$ cat src/rtl/spi_bus_arbiter.sv
// Round-robin arbiter sharing one SPI bus (MOSI, SCLK, selects) among several masters.
// Holds a grant for a whole transaction, forces an idle guard gap, and revokes stalled owners.
module spi_bus_arbiter #(
  parameter int NREQ    = 3,
  parameter int NSS     = 3,
  parameter int GUARD   = 4,
  parameter int TIMEOUT = 4096
) (
  input  logic                clk,
  input  logic                reset,
  input  logic [NREQ-1:0]     req,
  output logic [NREQ-1:0]     gnt,
  input  logic [NREQ-1:0]     req_mosi,
  input  logic [NREQ-1:0]     req_sclk,
  input  logic [NREQ*NSS-1:0] req_ss,
  output logic                req_miso,
  output logic                bus_mosi,
  output logic                bus_sclk,
  output logic [NSS-1:0]      bus_ss,
  input  logic                bus_miso,
  output logic                busy,
  output logic                timeout_err,
  input  logic                err_clr
);

  localparam int IW = (NREQ > 1) ? $clog2(NREQ) : 1;
  localparam int WW = $clog2(TIMEOUT);
  localparam int GW = (GUARD > 1) ? $clog2(GUARD) : 1;

  typedef enum logic [1:0] {IDLE, GRANT, RELEASE} state_t;

  state_t            state_reg, state_next;
  logic [NREQ-1:0]   gnt_reg, gnt_next;
  logic [IW-1:0]     ptr_reg, ptr_next;
  logic [IW-1:0]     owner_reg, owner_next;
  logic [NREQ-1:0]   lockout_reg, lockout_next;
  logic [WW-1:0]     wdog_reg, wdog_next;
  logic [GW-1:0]     guard_reg, guard_next;
  logic              sclk_prev_reg, sclk_prev_next;
  logic              bus_mosi_reg, bus_mosi_next;
  logic              bus_sclk_reg, bus_sclk_next;
  logic [NSS-1:0]    bus_ss_reg, bus_ss_next;
  logic              timeout_err_reg, timeout_err_next;

  logic [NREQ-1:0]   eligible;
  logic              found;
  logic [IW-1:0]     winner;
  int                cand;
  logic              own_sclk;
  logic              sclk_changed;
  logic [NREQ-1:0]   lock_set;
  logic              err_set;

  assign eligible     = req & ~lockout_reg;
  assign own_sclk     = req_sclk[owner_reg];
  assign sclk_changed = (own_sclk != sclk_prev_reg);

  // First eligible requester searching upward from the pointer, wrapping at NREQ.
  always_comb begin
    found  = 1'b0;
    winner = '0;
    cand   = 0;
    for (int k = 0; k < NREQ; k++) begin
      cand = int'(ptr_reg) + k;
      if (cand >= NREQ) cand = cand - NREQ;
      if (!found && eligible[cand]) begin
        found  = 1'b1;
        winner = IW'(cand);
      end
    end
  end

  always_comb begin
    state_next     = state_reg;
    gnt_next       = gnt_reg;
    ptr_next       = ptr_reg;
    owner_next     = owner_reg;
    wdog_next      = wdog_reg;
    guard_next     = guard_reg;
    sclk_prev_next = sclk_prev_reg;
    bus_mosi_next  = 1'b1;
    bus_sclk_next  = 1'b0;
    bus_ss_next    = '1;
    lock_set       = '0;
    err_set        = 1'b0;

    case (state_reg)
      IDLE: begin
        gnt_next = '0;
        if (found) begin
          gnt_next       = NREQ'(1) << winner;
          owner_next     = winner;
          ptr_next       = (winner == IW'(NREQ - 1)) ? '0 : winner + 1'b1;
          wdog_next      = '0;
          sclk_prev_next = req_sclk[winner];
          state_next     = GRANT;
        end
      end
      GRANT: begin
        sclk_prev_next = own_sclk;
        wdog_next      = sclk_changed ? '0 : wdog_reg + 1'b1;
        // A timeout outranks a simultaneous request drop so the stall is still flagged.
        if (!sclk_changed && wdog_reg == WW'(TIMEOUT - 2)) begin
          err_set             = 1'b1;
          lock_set[owner_reg] = 1'b1;
          gnt_next            = '0;
          guard_next          = GW'(GUARD - 1);
          state_next          = RELEASE;
        end else if (!req[owner_reg]) begin
          gnt_next   = '0;
          guard_next = GW'(GUARD - 1);
          state_next = RELEASE;
        end else begin
          bus_mosi_next = req_mosi[owner_reg];
          bus_sclk_next = own_sclk;
          bus_ss_next   = req_ss[owner_reg*NSS +: NSS];
        end
      end
      RELEASE: begin
        gnt_next = '0;
        if (guard_reg == '0) state_next = IDLE;
        else guard_next = guard_reg - 1'b1;
      end
      default: begin
        gnt_next   = '0;
        state_next = IDLE;
      end
    endcase

    // Lockout persists until the stalled master is seen with req low.
    lockout_next     = (lockout_reg & req) | lock_set;
    timeout_err_next = err_set | (timeout_err_reg & ~err_clr);
  end

  always_ff @(posedge clk or posedge reset) begin
    if (reset) begin
      state_reg       <= IDLE;
      gnt_reg         <= '0;
      ptr_reg         <= '0;
      owner_reg       <= '0;
      lockout_reg     <= '0;
      wdog_reg        <= '0;
      guard_reg       <= '0;
      sclk_prev_reg   <= 1'b0;
      bus_mosi_reg    <= 1'b1;
      bus_sclk_reg    <= 1'b0;
      bus_ss_reg      <= '1;
      timeout_err_reg <= 1'b0;
    end else begin
      state_reg       <= state_next;
      gnt_reg         <= gnt_next;
      ptr_reg         <= ptr_next;
      owner_reg       <= owner_next;
      lockout_reg     <= lockout_next;
      wdog_reg        <= wdog_next;
      guard_reg       <= guard_next;
      sclk_prev_reg   <= sclk_prev_next;
      bus_mosi_reg    <= bus_mosi_next;
      bus_sclk_reg    <= bus_sclk_next;
      bus_ss_reg      <= bus_ss_next;
      timeout_err_reg <= timeout_err_next;
    end
  end

  assign gnt         = gnt_reg;
  assign bus_mosi    = bus_mosi_reg;
  assign bus_sclk    = bus_sclk_reg;
  assign bus_ss      = bus_ss_reg;
  assign busy        = (state_reg != IDLE);
  assign timeout_err = timeout_err_reg;
  assign req_miso    = bus_miso;

endmodule

$ cat config.mk
export PLATFORM = sky130hd
export DESIGN_NAME = spi_bus_arbiter
export DESIGN_NICKNAME = d
export VERILOG_FILES = /design/src/rtl/spi_bus_arbiter.sv
export SDC_FILE = /design/constraint.sdc
export NUM_CORES = 1
export LEC_CHECK = 0
export ABC_CLOCK_PERIOD_IN_PS = 3500
export CORE_MARGIN = 1.5
export CORE_UTILIZATION = 40
export CTS_BUF_LIST = sky130_fd_sc_hd__clkbuf_4 sky130_fd_sc_hd__clkbuf_8
export CTS_CLUSTER_SIZE = 20
export DETAILED_ROUTE_END_ITERATION = 10
export PLACE_DENSITY = 0.71
export SLEW_MARGIN = 5
export SYNTH_ARGS = -nofsm -noshare
export SYNTH_HDL_FRONTEND = slang
export SYNTH_SLANG_ARGS = --single-unit
$ cat constraint.sdc
create_clock -name clk -period 3.5 [get_ports clk]
set_input_delay 1.05 -clock clk [delete_from_list [all_inputs] [get_ports clk]]
set_output_delay 1.05 -clock clk [all_outputs]
set_load 0.01 [all_outputs]
==> Yosys cells after proc, flatten, opt, wreduce, memory -nomap -nowiden <==
Index checks and enable logic that the tools add are counted.
{ "totals": {"regBits": 33, "in_bits": 22, "wordCells": 124} }
{ "op_classes": {"addsub": 8, "multipliers": 1, "n_lt_le_gt_ge": 9, "eq_ne": 9, "shift": 2, "mux": 60, "n_bitwise": 7, "reduce_logical": 16} }
{ "ops": {"columns": ["cell", "count"], "rows": [
  ["$lt A32 B4 Y1 const B", 3],
  ["$mux W32", 3],
  ["$mux W12", 2],
  ["$mux W3", 8],
  ["$pmux W12 S2", 1],
  ["$mux W1", 23],
  ["$mux W2", 11],
  ["$bmux W1 S2", 7],
  ["$add A12 B1 Y12 const B", 1],
  ["$eq A12 B12 Y1 const B", 1],
  ["$shiftx A9 B5 Y3", 1],
  ["$sub A3 B2 Y4 const B", 2],
  ["$and A3 B3 Y3", 2],
  ["$ge A3 B2 Y1 const B", 2],
  ["$lt A2 B3 Y1 const B", 2],
  ["$ne A2 B2 Y1 const B", 3],
  ["$pmux W2 S3", 1],
  ["$pmux W3 S2", 1],
  ["$reduce_and A3 Y1", 2],
  ["$reduce_bool A2 Y1", 3],
  ["$eq A2 B2 Y1 const B", 2],
  ["$logic_and A1 B1 Y1", 4],
  ["$logic_not A2 Y1", 2],
  ["$mul A2 B2 Y4 const B", 1],
  ["21 further kinds", 24]
]} }

==> Logic depth before layout (Yosys ltp) <==
Gate-level depths: netlist of the first run.
{ "logic_depth": {"ltp_word": 16, "depth_mapped": 8, "depth_no_buf": 8} }

==> Worst setup path before layout of the first run <==
No wires, ideal clock.
{ "synth_timing": {"path_kind": "input-to-reg", "from": "in req[0]", "to": "reg wdog_reg[5]", "arrival_ns": 2.420, "slack_ns": 0.936, "path_stages": 6, "n_path_buf": 0, "path_cell_list": "or3b_2 > a21oi_1 > a2111oi_4 > or2_4 > o21ai_1 > o31ai_1"} }
{ "synth_between": {"elab_chain_cells": 13} }
{ "synth_rtl": {"columns": ["element", "line_no", "source"], "rows": [
  ["start: declaration", "11", "input logic [NREQ-1:0] req,"],
  ["$and A3 B3 Y3 *", "54", "assign eligible = req & ~lockout_reg;"],
  ["$bmux W1 S2", "66", "if (!found && eligible[cand]) begin"],
  ["$mux W1 (implied by the code) (2 in a row)", "66", null],
  ["$mux W1", "66", null],
  ["$logic_not A1 Y1", "66", null],
  ["$logic_and A1 B1 Y1", "66", null],
  ["$mux W1", "66", null],
  ["$logic_not A1 Y1", "66", null],
  ["$logic_and A1 B1 Y1", "66", null],
  ["$mux W1 *", "66", null],
  ["$ne A2 B2 Y1 (no line) *", null, null],
  ["$reduce_and A2 Y1 (no line) *", null, null],
  ["end signal: assignment", "155", "wdog_reg <= wdog_next;"],
  ["end: declaration", "37", "logic [WW-1:0] wdog_reg, wdog_next;"]
]} }
Mark *: on every way between the ends. The rest lies on a longest branch, timed or not. The select of a mux whose other input is x is not followed.
A chain may end at the register's enable or synchronous reset.

==> Worst setup path after layout of the first run <==
{ "layout_timing": {"from": "in req[2]", "to": "reg wdog_reg[5]"} }
Same word-level chain as after synthesis.

==> flow_summary.json, run 1 <==
{
  "commonest_non_fill_non_tap_cell_in_the_layout": "clkdlybuf4s50_1",
  "power.ir.vdd_worst_mv": 0.277,
  "cts_tree": "yes",
  "cts_hold_buffers": 0,
  "clk_latency_ns": 0.29,
  "dr.pass1.iters": 4,
  "buffer_ports.inserted": 30,
  "max-slew-margin-rel_pct": 44.9,
  "placed_area_um2": 2350,
  "dieHeight_um": 73.1,
  "fmax_ghz": 0.347,
  "ctsResizeCount": 0,
  "synth_sequential_area_ratio_pct": 42.2,
  "finish.net_count": 276,
  "synth_enable_flop_cells": 0,
  "required_ns": 3.69,
  "hpwl_mm": 3.21,
  "initial_core_util_pct": 41.7,
  "max_slew.worst_pin.slew_ns": 0.825,
  "final_design_area_no_fill_um2": 2470,
  "critPathKind": "primary input to flop",
  "numCtsBuffers": 5,
  "antenna_cells_inserted": 0,
  "global_route.overflow_total": 0,
  "ys_ff_latch": 33,
  "fin_setup_tns_ns": 0,
  "period_minus_slack_ns": 2.88,
  "layout_common_cells": "clkdlybuf4s50_1 (30), dfrtp_1 (29), nand2_1 (28)",
  "remaining_drc_errors": 0,
  "p_leak_nw": 1.07,
  "netlist_instances": 212,
  "finClkSkew_ns": 0.00257,
  "grt_start_max_net_pins": 22,
  "post-cts-setup-buffers": 0,
  "hold_viol_final": 0,
  "globalRouteTotalUtil_pct": 17.3,
  "cpMaxStageDelayCell": "or4_4",
  "slowest_delay_ns": 0.60,
  "wire_per_inst_um": 13.6,
  "setup.worst_path.end_class": "flop",
  "core_area_um2": 4720,
  "grt_antenna_before_repair": 0,
  "detail_route.vias_per_cell": 5.19,
  "h-tree-depth": 2,
  "critPathLaunchType": "primary input",
  "top_level_ports": 33,
  "cts.reportedPaths.clkPinSlew_ns": 0.07,
  "drive_gt1_share_pct": 11.6,
  "floorplan.die_area_um2": 5350,
  "holdCritPathClass": "flop to flop",
  "number_of_global_route_vias_before_repair": 1548,
  "pwr_density_cell_nw_per_um2": 802,
  "worstPathMaxFanout": 5,
  "ctsRootBufferMaster": "clkbuf_8",
  "postSynthNetCount": 240,
  "path_delay_family": "simple AND/OR/NAND/NOR gates",
  "clock_path_buffers": 2,
  "synth-async-reset-ratio_pct": 100,
  "setup_viol": 0,
  "largest_reg_flops": 12,
  "number_of_nets_still_failing_antenna_checks_after_routing": 0,
  "synth_flop_cell": "dfrtp_1",
  "cts.sink_count": 33,
  "synth_area_um2": 1970,
  "routed_wirelength_mm": 4.30,
  "outcome": "finished clean",
  "num_rows": 25,
  "worst_ep_arrival_time_ns": 3.07,
  "gp_congestion": 0.833,
  "drtIter0Drc": 79,
  "yosysUniqueCellTypes": 50,
  "synth_warnings": 0,
  "finalMaxSlewViolations": 0,
  "timing.critical_path.cells": "clkdlybuf4s50_1 > nor4bb_1 > or4_4 > a2111oi_4 > or2_4 > o21ai_1 > o31ai_1",
  "setup_repair_after_global_routing_missed_its_margin": "false",
  "crit_buf_inv": 1,
  "dr_total_vias": 1640,
  "grt_pass1_wl_mm": 7.13,
  "drv.max_cap_violation_count": 0,
  "area.growth.synth_to_final_pct": 25.7,
  "fp.dieW_um": 73.1,
  "final.period_utilization_pct": 82.3,
  "postSynthAreaPerCell_um2": 9.28
}
## area by class of cell
| type | instances | area, µm² |
|---|---|---|
| Clock buffer | 7 | 90.1 |
| Multi-Input combinational cell | 161 | 1060 |
| Tap cell | 67 | 83.8 |
| Fill cell | 449 | 2250 |
| Inverter | 13 | 48.8 |
| Clock inverter | 1 | 30.0 |
| Timing Repair Buffer | 34 | 330 |
| Sequential cell | 33 | 831 |
## final timing paths
kind | startpoint | end | slack (ns) | depth (start not counted)
hold reg to reg | wdog_reg[10]$_DFFE_PP0P_ | wdog_reg[10]$_DFFE_PP0P_ | 0.48 | 1
min in group asynchronous | reset | wdog_reg[5]$_DFFE_PP0P_ | 1.22 | 2
setup / recovery | req[2] | wdog_reg[5]$_DFFE_PP0P_ | 0.62 | 7
hold / removal | wdog_reg[10]$_DFFE_PP0P_ | wdog_reg[10]$_DFFE_PP0P_ | 0.48 | 1
max in group asynchronous | reset | gnt[1]$_DFFE_PP0P_ | 1.66 | 3
setup reg to reg | ptr_reg[0]$_DFFE_PP0P_ | wdog_reg[5]$_DFFE_PP0P_ | 1.08 | 8
## metal layers
| layer | vias up | wire [µm] | global-route usage, % |
|---|---|---|---|
| met2 | 23 | 2090 | 28.7 |
| met3 | 6 | 130 | 3.73 |
| met1 | 775 | 2010 | 22.2 |
| met4 | 0 | 60 | 6.29 |
| li1 | 836 | - | - |
| met5 | - | 0 | 0 |
## synth_stat cells (4+ instances only)
master / n / area, µm²
a22o_1: 6 / 52.6
nand2_1: 28 / 105
a21oi_1: 13 / 65.1
mux2i_1: 7 / 70.1
o211ai_1: 5 / 37.5
nor3_1: 4 / 20.0
dfstp_2: 4 / 105
o21ai_0: 14 / 70.1
inv_1: 13 / 48.8
dfrtp_1: 29 / 726
a31oi_1: 5 / 31.3
nand3_1: 5 / 25.0
ha_1: 6 / 75.1
nand2b_1: 6 / 37.5
nor2_1: 20 / 75.1
## cell families (layout without fill, tap and decap cells)
group	Yosys count	count (layout)	synth area share [%]
simple gates	84	84	22.1
compound gates	60	60	22.1
flops	33	33	42.2
buf+inv	18	55	3.94
mux	10	10	5.47
fa+ha+maj	6	6	3.81
xor+xnor	1	1	0.445
## power by group
| part | internal, W | switching [W] | leakage, nW |
|---|---|---|---|
| Combinational | 0.000441 | 0.000575 | 0.583 |
| Clock | 0.000240 | 0.000140 | 0.0619 |
| Sequential | 0.000486 | 0.000102 | 0.425 |
## metrics by stage
stage / cells / hold WS (ns) / util, % / setup slack [ns] / power, W
2_1_floorplan: 212 / 0.449 / - / 0.936 / 0.00132
4_1_cts: 316 / 0.487 / 52.4 / 0.625 / 0.00199
3_3_place_gp: 308 / 0.476 / 49.8 / 0.392 / 0.00158
6_report: 316 / 0.484 / 52.4 / 0.618 / 0.00198
5_1_grt: 316 / 0.511 / 52.4 / 0.502 / 0.00213
3_5_place_dp: 308 / 0.477 / 49.8 / 0.346 / 0.00161
Note: power is estimated with default switching activity, not from simulation.
==> run 2: changes to the inputs <==
ABC_CLOCK_PERIOD_IN_PS = 2400   (was 3500)
PLACE_DENSITY = 0.73   (was 0.71)
clock period = 2.4 ns   (was 3.5 ns; I/O delays follow)
==> run 2 against run 1 <==
Combinational power up 90%. Final cell count up 7.3%. Critical path depth unchanged. Non-clock buffer count up 23. Via count up 7.7%. Register-to-register slack worse by 0.95 ns. Worst setup slack worse by 0.59 ns. Sequential cell count unchanged. Worst hold slack better by 0.0035 ns. Routed wire length up 6.4%. Largest cell class unchanged. Clock skew up 0.00080 ns.
==> flow_summary.json, run 2 (synthesis gave the netlist of run 1 again) <==
{
  "outcome": "finished clean",
  "setup_viol": 0,
  "finish.net_count": 299,
  "power.ir.vdd_worst_mv": 0.468,
  "antenna_cells_inserted": 0,
  "critPathLaunchType": "primary input",
  "dieHeight_um": 73.1,
  "detail_route.vias_per_cell": 5.21,
  "slowest_delay_ns": 0.46,
  "routed_wirelength_mm": 4.57,
  "dr.pass1.iters": 4,
  "finClkSkew_ns": 0.00337,
  "fill_cells": 405,
  "gp_congestion": 0.829,
  "drtIter0Drc": 86,
  "cpMaxStageDelayCell": "mux2_2",
  "timing.critical_path.cells": "clkdlybuf4s50_1 > mux2_4 > a22oi_4 > mux2_2 > and2_1 > o21ai_1 > o31ai_1",
  "cts_tree": "yes",
  "drv.max_cap_violation_count": 0,
  "cts_hold_buffers": 0,
  "hpwl_mm": 3.38,
  "cts.reportedPaths.clkPinSlew_ns": 0.06,
  "required_ns": 2.57,
  "wire_per_inst_um": 13.5,
  "max-slew-margin-rel_pct": 68.1,
  "worst_ep_arrival_time_ns": 2.53,
  "period_minus_slack_ns": 2.37,
  "hold_viol_final": 0,
  "setup_repair_after_global_routing_missed_its_margin": "true",
  "area.growth.synth_to_final_pct": 36.2,
  "finish.cell_count_without_fillers": 339,
  "grt_start_max_net_pins": 34,
  "dr_total_vias": 1766,
  "cell_count_after_placement": 330,
  "grt_antenna_before_repair": 0,
  "layout_common_cells": "dfrtp_1 (29), nand2_1 (28), clkdlybuf4s50_1 (27)",
  "fp.dieW_um": 73.1,
  "ctsRootBufferMaster": "clkbuf_8",
  "clock_path_buffers": 2,
  "initial_core_util_pct": 41.7,
  "number_of_nets_still_failing_antenna_checks_after_routing": 0,
  "floorplan.die_area_um2": 5350,
  "global_route.overflow_total": 0,
  "crit_buf_inv": 1,
  "drive_gt1_share_pct": 21.3,
  "max_slew.worst_pin.slew_ns": 0.475,
  "path_delay_family": "multiplexers",
  "fmax_ghz": 0.422,
  "finalMaxSlewViolations": 0,
  "h-tree-depth": 2,
  "top_level_ports": 33,
  "clk_latency_ns": 0.29,
  "remaining_drc_errors": 0,
  "core_area_um2": 4720,
  "largest_reg_flops": 12,
  "commonest_non_fill_non_tap_cell_in_the_layout": "dfrtp_1",
  "holdCritPathClass": "flop to flop",
  "number_of_global_route_vias_before_repair": 1669,
  "post-cts-setup-buffers": 0,
  "numCtsBuffers": 5,
  "buffer_ports.inserted": 30,
  "critPathKind": "primary input to flop",
  "cts.sink_count": 33,
  "fin_setup_tns_ns": 0,
  "globalRouteTotalUtil_pct": 18.7,
  "pwr_density_cell_nw_per_um2": 1210,
  "p_leak_nw": 1.18,
  "final.period_utilization_pct": 98.7,
  "fin_util_pct": 56.8,
  "grt_pass1_wl_mm": 7.68,
  "num_rows": 25,
  "worstPathMaxFanout": 11,
  "setup.worst_path.end_class": "flop",
  "hold_ws_ns": 0.487
}
run 2: cell count changes in the layout (fill, tap and decap cells not counted), moves of 2 or more:
| cell | change |
|---|---|
| clkdlybuf4s50_1 | -3 |
| buf_6 | +2 |
| inv_1 | -2 |
| ha_4 | +2 |
| inv_2 | +2 |
| buf_4 | +20 |
| dlygate4sd2_1 | +3 |
| ha_1 | -2 |
run 2: worst register-to-register path, stage by stage, from the launching register on:
cell	delay, ns
dfrtp_1	0.42
inv_2	0.08
ha_4	0.26
and4bb_1	0.20
or4_4	0.48
buf_6	0.15
inv_2	0.05
a31oi_4	0.10
mux2i_1	0.22
o2111ai_1	0.17
run 2: final timing paths:
path	slack (ns)	start	cells after the start	endpoint
max	0.03	req_sclk[0]	7	wdog_reg[3]$_DFFE_PP0P_
min	0.49	wdog_reg[10]$_DFFE_PP0P_	1	wdog_reg[10]$_DFFE_PP0P_
max reg2reg	0.13	ptr_reg[0]$_DFFE_PP0P_	9	sclk_prev_reg$_DFFE_PP0P_
min reg2reg	0.49	wdog_reg[10]$_DFFE_PP0P_	1	wdog_reg[10]$_DFFE_PP0P_
max in group asynchronous	1.24	reset	3	bus_mosi$_DFF_PP1_
min in group asynchronous	0.83	reset	3	timeout_err$_DFF_PP0_
run 2: power by group:
group / switching (W) / internal, W / total (W) / leakage (nW)
Combinational: 0.00101 / 0.000932 / 0.00194 / 0.697
Clock: 0.000200 / 0.000259 / 0.000459 / 0.0542
Sequential: 0.000127 / 0.000709 / 0.000836 / 0.425
run 2: per-layer routing:
layer | global-route usage [%] | part of all wire [%] | vias to the layer above
li1 | - | - | 878
met3 | 4.14 | 2.8 | 6
met2 | 31.1 | 52 | 25
met4 | 6.29 | 1.1 | 0
met1 | 24.0 | 44 | 857
met5 | 0 | 0 | -
run 2: repair_timing:
action | in CTS | in global routing
cloned | 0 | 1
setup endpoints to repair | 13 | 14
pin swaps | 5 | 2
gates resized for setup | 11 | 4
run 2: metrics by stage:
stage	instance area, µm²	setup slack (ns)	total power [W]
CTS	2660	0.00326	0.00320
floorplan	1970	0.166	0.00193
detailed placement	2520	-0.392	0.00261
global placement	2520	-0.346	0.00257
finish	2680	0.0322	0.00323
global route	2680	-0.0179	0.00348
run 2: layout make-up:
type,count,area (µm²),area share [%]
multi-input combinational,161,1110,41.5
sequential,33,831,31.0
timing repair buffer,57,504,18.8
clock buffer,7,96.3,3.59
tap,67,83.8,3.13
inverter,13,48.8,1.82
clock inverter,1,5.00,0.187
